$ cat config.mk
export PLATFORM = sky130hd
export DESIGN_NAME = memory_access_cycle
export DESIGN_NICKNAME = d
export VERILOG_FILES = /design/src/rtl/memory_access_cycle_pkg.sv /design/src/rtl/memory_access_cycle_mem_wb.sv /design/src/rtl/memory_access_cycle.sv
export SDC_FILE = /design/constraint.sdc
export NUM_CORES = 1
export LEC_CHECK = 0
export CAP_MARGIN = 40
export CORE_AREA = 2 2 119 121
export CTS_BUF_LIST = sky130_fd_sc_hd__clkbuf_16
export CTS_CLUSTER_DIAMETER = 120
export DETAILED_ROUTE_END_ITERATION = 8
export DIE_AREA = 0 0 121 123
export PLACE_DENSITY = 0.77
export SLEW_MARGIN = 10
export SYNTH_ARGS = -nofsm -noshare
export SYNTH_HDL_FRONTEND = slang
export SYNTH_SLANG_ARGS = --single-unit
$ cat constraint.sdc
create_clock -name clk -period 1.9 [get_ports clk]
set_input_delay 0.285 -clock clk [delete_from_list [all_inputs] [get_ports clk]]
set_output_delay 0.285 -clock clk [all_outputs]
set_load 0.02 [all_outputs]
$ cat src/rtl/memory_access_cycle_pkg.sv
// Shared definitions for the memory stage: FSM encoding and error-data default.
package memory_access_cycle_pkg;

   typedef enum logic [1:0] {
      IDLE = 2'd0,
      REQ  = 2'd1,
      WAIT = 2'd2
   } state_t;

   // Written to ReadDataW when a load is abandoned after the timeout.
   localparam logic [31:0] ERR_DATA_DEFAULT = 32'hDEADBEEF;

endpackage

$ cat src/rtl/memory_access_cycle_mem_wb.sv
// MEM/WB pipeline register; a stalled M stage turns into a writeback bubble.
module mem_wb_register (
   input  logic        i_clk,
   input  logic        i_rst_n,
   input  logic        i_stall,
   input  logic        i_reg_write,
   input  logic        i_result_src,
   input  logic [4:0]  i_rd,
   input  logic [31:0] i_pc4,
   input  logic [31:0] i_alu,
   input  logic        i_rdata_we,
   input  logic [31:0] i_rdata,
   output logic        o_reg_write,
   output logic        o_result_src,
   output logic [4:0]  o_rd,
   output logic [31:0] o_pc4,
   output logic [31:0] o_alu,
   output logic [31:0] o_rdata
);

   // Capture M-stage fields when the stage advances, bubble the controls otherwise.
   always_ff @(posedge i_clk or negedge i_rst_n) begin
      if (!i_rst_n) begin
         o_reg_write  <= 1'b0;
         o_result_src <= 1'b0;
         o_rd         <= '0;
         o_pc4        <= '0;
         o_alu        <= '0;
         o_rdata      <= '0;
      end else begin
         if (i_stall) begin
            o_reg_write  <= 1'b0;
            o_result_src <= 1'b0;
         end else begin
            o_reg_write  <= i_reg_write;
            o_result_src <= i_result_src;
            o_rd         <= i_rd;
            o_pc4        <= i_pc4;
            o_alu        <= i_alu;
         end
         // Load data only moves on a completed (or abandoned) load.
         if (i_rdata_we) o_rdata <= i_rdata;
      end
   end

endmodule

$ cat src/rtl/memory_access_cycle.sv
// Memory stage: turns loads/stores into dmem valid/ready transactions, stalls
// the pipeline while an access is outstanding, and owns the MEM/WB register.
module memory_access_cycle
   import memory_access_cycle_pkg::*;
#(
   parameter int          TIMEOUT  = 0,
   parameter logic [31:0] ERR_DATA = ERR_DATA_DEFAULT
) (
   input  logic        clk,
   input  logic        rst,
   input  logic        RegWriteM,
   input  logic        MemWriteM,
   input  logic        ResultSrcM,
   input  logic [4:0]  RD_M,
   input  logic [31:0] PCPlus4M,
   input  logic [31:0] WriteDataM,
   input  logic [31:0] ALU_ResultM,
   output logic        dmem_req_valid,
   input  logic        dmem_req_ready,
   output logic        dmem_we,
   output logic [31:0] dmem_addr,
   output logic [31:0] dmem_wdata,
   input  logic        dmem_rsp_valid,
   input  logic [31:0] dmem_rdata,
   output logic        StallM,
   output logic        dmem_err,
   output logic        RegWriteW,
   output logic        ResultSrcW,
   output logic [4:0]  RD_W,
   output logic [31:0] PCPlus4W,
   output logic [31:0] ALU_ResultW,
   output logic [31:0] ReadDataW
);

   localparam int          CW     = (TIMEOUT > 0) ? $clog2(TIMEOUT + 1) : 1;
   localparam bit          TO_EN  = (TIMEOUT > 0);
   localparam logic [CW-1:0] TO_VAL = CW'(TIMEOUT);

   state_t        r_state;
   logic [CW-1:0] r_wait_cnt;
   logic          r_err;

   logic          w_access;
   logic          w_in_wait;
   logic          w_hs;
   logic          w_store_done;
   logic          w_rsp_done;
   logic          w_timeout;
   logic          w_complete;
   logic          w_rdata_we;
   logic [31:0]   w_rdata;

   assign w_access  = MemWriteM | ResultSrcM;
   assign w_in_wait = (r_state == WAIT);

   // Request is presented straight from the M-stage inputs; upstream holds them
   // stable while stalled, so the payload cannot change during REQ.
   assign dmem_req_valid = w_access & ~w_in_wait;
   assign dmem_we        = MemWriteM;
   assign dmem_addr      = ALU_ResultM;
   assign dmem_wdata     = WriteDataM;

   assign w_hs         = dmem_req_valid & dmem_req_ready;
   assign w_store_done = w_hs & MemWriteM;
   // Responses only count in WAIT, so a load always stalls at least one cycle.
   assign w_rsp_done   = w_in_wait & dmem_rsp_valid;
   assign w_timeout    = TO_EN & w_in_wait & ~dmem_rsp_valid & (r_wait_cnt == TO_VAL);
   assign w_complete   = w_store_done | w_rsp_done | w_timeout;

   assign StallM   = w_access & ~w_complete;
   assign dmem_err = r_err;

   assign w_rdata_we = w_rsp_done | w_timeout;
   assign w_rdata    = w_rsp_done ? dmem_rdata : ERR_DATA;

   // Access FSM with WAIT-cycle counter and sticky timeout flag.
   always_ff @(posedge clk or negedge rst) begin
      if (!rst) begin
         r_state    <= IDLE;
         r_wait_cnt <= '0;
         r_err      <= 1'b0;
      end else begin
         case (r_state)
            IDLE, REQ: begin
               if (w_hs) begin
                  if (MemWriteM) begin
                     r_state <= IDLE;
                  end else begin
                     r_state    <= WAIT;
                     r_wait_cnt <= '0;
                  end
               end else if (w_access) begin
                  r_state <= REQ;
               end else begin
                  r_state <= IDLE;
               end
            end
            WAIT: begin
               if (w_rsp_done) begin
                  r_state <= IDLE;
               end else if (w_timeout) begin
                  r_state <= IDLE;
                  r_err   <= 1'b1;
               end else begin
                  r_wait_cnt <= r_wait_cnt + 1'b1;
               end
            end
            default: r_state <= IDLE;
         endcase
      end
   end

   mem_wb_register u_mem_wb (
      .i_clk        (clk),
      .i_rst_n      (rst),
      .i_stall      (StallM),
      .i_reg_write  (RegWriteM),
      .i_result_src (ResultSrcM),
      .i_rd         (RD_M),
      .i_pc4        (PCPlus4M),
      .i_alu        (ALU_ResultM),
      .i_rdata_we   (w_rdata_we),
      .i_rdata      (w_rdata),
      .o_reg_write  (RegWriteW),
      .o_result_src (ResultSrcW),
      .o_rd         (RD_W),
      .o_pc4        (PCPlus4W),
      .o_alu        (ALU_ResultW),
      .o_rdata      (ReadDataW)
   );

endmodule

==> results <==
-- power breakdown --
part	switching [mW]	total, mW	leakage [nW]	internal [mW]
Combinational	1.16	2.62	1.54	1.47
Clock	0.838	1.74	0.135	0.900
Sequential	0.239	2.94	1.25	2.70
Total	2.23	7.30	2.92	5.06
-- final cells by class --
cell class                      instances  area, um^2
Tap cell                              180         225
Clock buffer                            9         225
Fill cell                            1151        6630
Clock inverter                          7        53.8
Timing Repair Buffer                  254        2540
Inverter                                2        7.51
Sequential cell                       105        2630
Multi-Input combinational cell        114        1310
-- registers in the layout, indices dropped and copies added (netlist names) --
register               cells
u_mem_wb.o_alu            32
u_mem_wb.o_rdata          32
u_mem_wb.o_rd              5
u_mem_wb.o_pc4            32
u_mem_wb.o_result_src      1
u_mem_wb.o_reg_write       1
r_state                    2
-- worst max path at each step --
stage / depth (start not counted) / startpoint / end / slack (ns)
CTS: 4 / r_state[1]$_DFFE_PN0P_ / StallM / 0.006
global route: 3 / MemWriteM / dmem_we / 0.03
detailed placement: 5 / MemWriteM / u_mem_wb.o_alu[13]$_DFFE_PN0N_ / -0.28
global placement: 5 / MemWriteM / u_mem_wb.o_rd[2]$_DFFE_PN0N_ / -0.23
floorplan: 4 / r_state[1]$_DFFE_PN0P_ / u_mem_wb.o_pc4[11]$_DFFE_PN0N_ / 0.37
finish: 3 / MemWriteM / dmem_we / 0.07
-- cells in the mapped netlist --
cell type	number
sky130_fd_sc_hd__o21ai_0	1
sky130_fd_sc_hd__dfrtp_1	105
sky130_fd_sc_hd__buf_2	3
sky130_fd_sc_hd__nand3b_2	1
sky130_fd_sc_hd__nor2_1	2
sky130_fd_sc_hd__buf_6	7
sky130_fd_sc_hd__mux2_4	18
sky130_fd_sc_hd__and2_1	2
sky130_fd_sc_hd__mux2_2	83
sky130_fd_sc_hd__buf_4	66
sky130_fd_sc_hd__conb_1	1
sky130_fd_sc_hd__o221ai_4	1
sky130_fd_sc_hd__nor3_1	1
sky130_fd_sc_hd__inv_1	2
sky130_fd_sc_hd__and2b_4	1
sky130_fd_sc_hd__o2bb2ai_1	1
sky130_fd_sc_hd__nand3b_1	1
sky130_fd_sc_hd__nand2_1	1
-- cells in the final DEF, fill, tap and decap left out, types with 2 or more instances in the layout --
master	count
sky130_fd_sc_hd__mux2_2	83
sky130_fd_sc_hd__and2_1	2
sky130_fd_sc_hd__clkinv_4	2
sky130_fd_sc_hd__buf_4	7
sky130_fd_sc_hd__clkbuf_16	9
sky130_fd_sc_hd__mux2_4	18
sky130_fd_sc_hd__clkdlybuf4s50_1	242
sky130_fd_sc_hd__nor2_1	2
sky130_fd_sc_hd__dfrtp_1	105
sky130_fd_sc_hd__buf_12	2
sky130_fd_sc_hd__inv_1	2
-- routing by layer --
metal  vias up  global-route usage  share of wire
met2       165               0.251           0.53
met1      1464               0.147           0.36
met5         -                   0              0
li1       1315                   -              -
met3        19              0.0530          0.096
met4         0              0.0640          0.018
-- timing repair --
action | 4_1_cts | 5_1_grt
hold endpoints to repair | 0 | 0
setup endpoints to repair | 2 | 20
resized for setup | 4 | 2
hold buffers | 0 | 0
pin swaps | 1 | 0
-- critical path, delay by kind of cell --
kind / cells / cell delay (ns)
buffers and inverters: 3 / 1.25
-- logic make-up (layout without fill, tap and decap cells) --
kind of cell | Yosys count | count (layout) | synth area share
flops | 105 | 105 | 0.580
mux | 101 | 101 | 0.266
buf+inv | 78 | 272 | 0.132
simple gates | 9 | 9 | 0.0127
compound gates | 3 | 3 | 0.00884
other cells | 1 | 1 | 0.000828
-- per-stage QoR --
step / TNS [ns] / util / instance area, um^2 / setup slack [ns]
2_1_floorplan: 0 / - / 4530 / 0.370
3_3_place_gp: -10.90 / 0.493 / 6710 / -0.230
3_5_place_dp: -12.71 / 0.493 / 6710 / -0.275
4_1_cts: 0 / 0.513 / 6990 / 0.00593
5_1_grt: 0 / 0.513 / 6990 / 0.0294
6_report: 0 / 0.513 / 6990 / 0.0740
==> out/qor.yml <==
status: "complete, but fails checks"
violations: "hold timing"
pin_slew_with_the_least_headroom_to_its_limit_ns: 0.550
yosysWarnings: 0
rsz_0062_raised_after_global_routing: "no"
synth.ff_latch_count: 105
route.detailed.drc: 0
fin_worst_hold_slack_ns: -0.00656
reg2reg_depth: 5
floorplan.die.height_um: 123
grt_pass1_vias: 3138
slowest_delay_ns: 0.63
detail-route-antenna-nets: 0
drv.max_cap_violation_count: 0
vias: 2963
num_antenna_cells: 0
post_synth_instance_area_um2: 4530
synthDominantAreaCellType: "sky130_fd_sc_hd__dfrtp_1"
initialDrtViolationCount: 91
vias_per_cell: 4.42
detail_route.first_pass.iterations: 4
fp.dieArea_um2: 14900
route.final.wire_length_um: 10700
standard_cell_core_area_um2: 13600
critical_path_class: "input pin to output port"
layout_cell_share_with_drive_strength_beyond_1: 0.265
avgSynthCellArea_um2: 15.3
grt_first_pass_wirelength_um: 16000
antenna_found_initial: 0
maximum_count_of_clock_buffers_along_a_single_path: 2
grt_max_degree: 106
areaGrowthSynthToFinish_pct: 54.2
clock_root_buffer: "sky130_fd_sc_hd__clkbuf_16"
clkSinkCount: 105
synth.area.top_cells: "sky130_fd_sc_hd__dfrtp_1 (58%), sky130_fd_sc_hd__mux2_2 (21%), sky130_fd_sc_hd__buf_4 (11%), sky130_fd_sc_hd__mux2_4 (6.0%), sky130_fd_sc_hd__buf_6 (1.7%)"
worstSkewPairLatency_ns: 0.35
cts_clock_pin_slew_for_the_worst_setup_and_hold_paths_ns: 0.08
crit_chain: "clkdlybuf4s50_1, buf_4, clkdlybuf4s50_1"
worst-endpoint-required_ns: 1.62
max_slew_margin: 0.634
p_leak_nw: 2.92
hold_violations: 4
floorplan.initialDensity: 0.333
boundaryPins: 311
cp_slowest_cell: "sky130_fd_sc_hd__clkdlybuf4s50_1"
track_usage: 0.141
critPathMaxFanout: 4
startpoint_type: "input pin"
seq_area_frac_synth: 0.580
syn_nets: 437
numPlacedInstances: 655
critical-path-top-cell-by-count: "sky130_fd_sc_hd__clkdlybuf4s50_1"
vdd_ir_drop_max_v: 0.000696
gr-total-overflow: 0
placement_rows: 43
cts-htree-levels: 3
post-route-min-period_ns: 1.83
r2r_setup_slack_ns: 0.16
dieWidth_um: 121
wl_per_cell_um: 15.9
synth_top_cell_area_share: 0.580
crit-reg2reg-launch: "r_state[1]$_DFFE_PN0P_"
worst-endpoint-arrival_ns: 1.54
place.gp.congestion: 0.716
finish.net_count: 626
setup_viol: 0
synth_cell_type_count: 18
critical_path.endpoint_type: "output port"
hold_path_class: "input pin to async pin"
place.port_buffers: 245
fmax_mhz: 548
place_hpwl_um: 7960
drv_slew: 0
design_power_total_mw: 7.30
postSynthCellCount: 297
finClkSkew_ns: 0.00920
crit-reg2reg-capture: "u_mem_wb.o_alu[14]$_DFFE_PN0N_"
tritoncts: "built"
power.density_nw_per_um2: 1040
post-route-period-util: 0.961
post-cts-setup-buffer-count: 0
stdcell_count: 671
numCtsBuffers: 9
No activity file was read; power rests on OpenSTA's default activity.
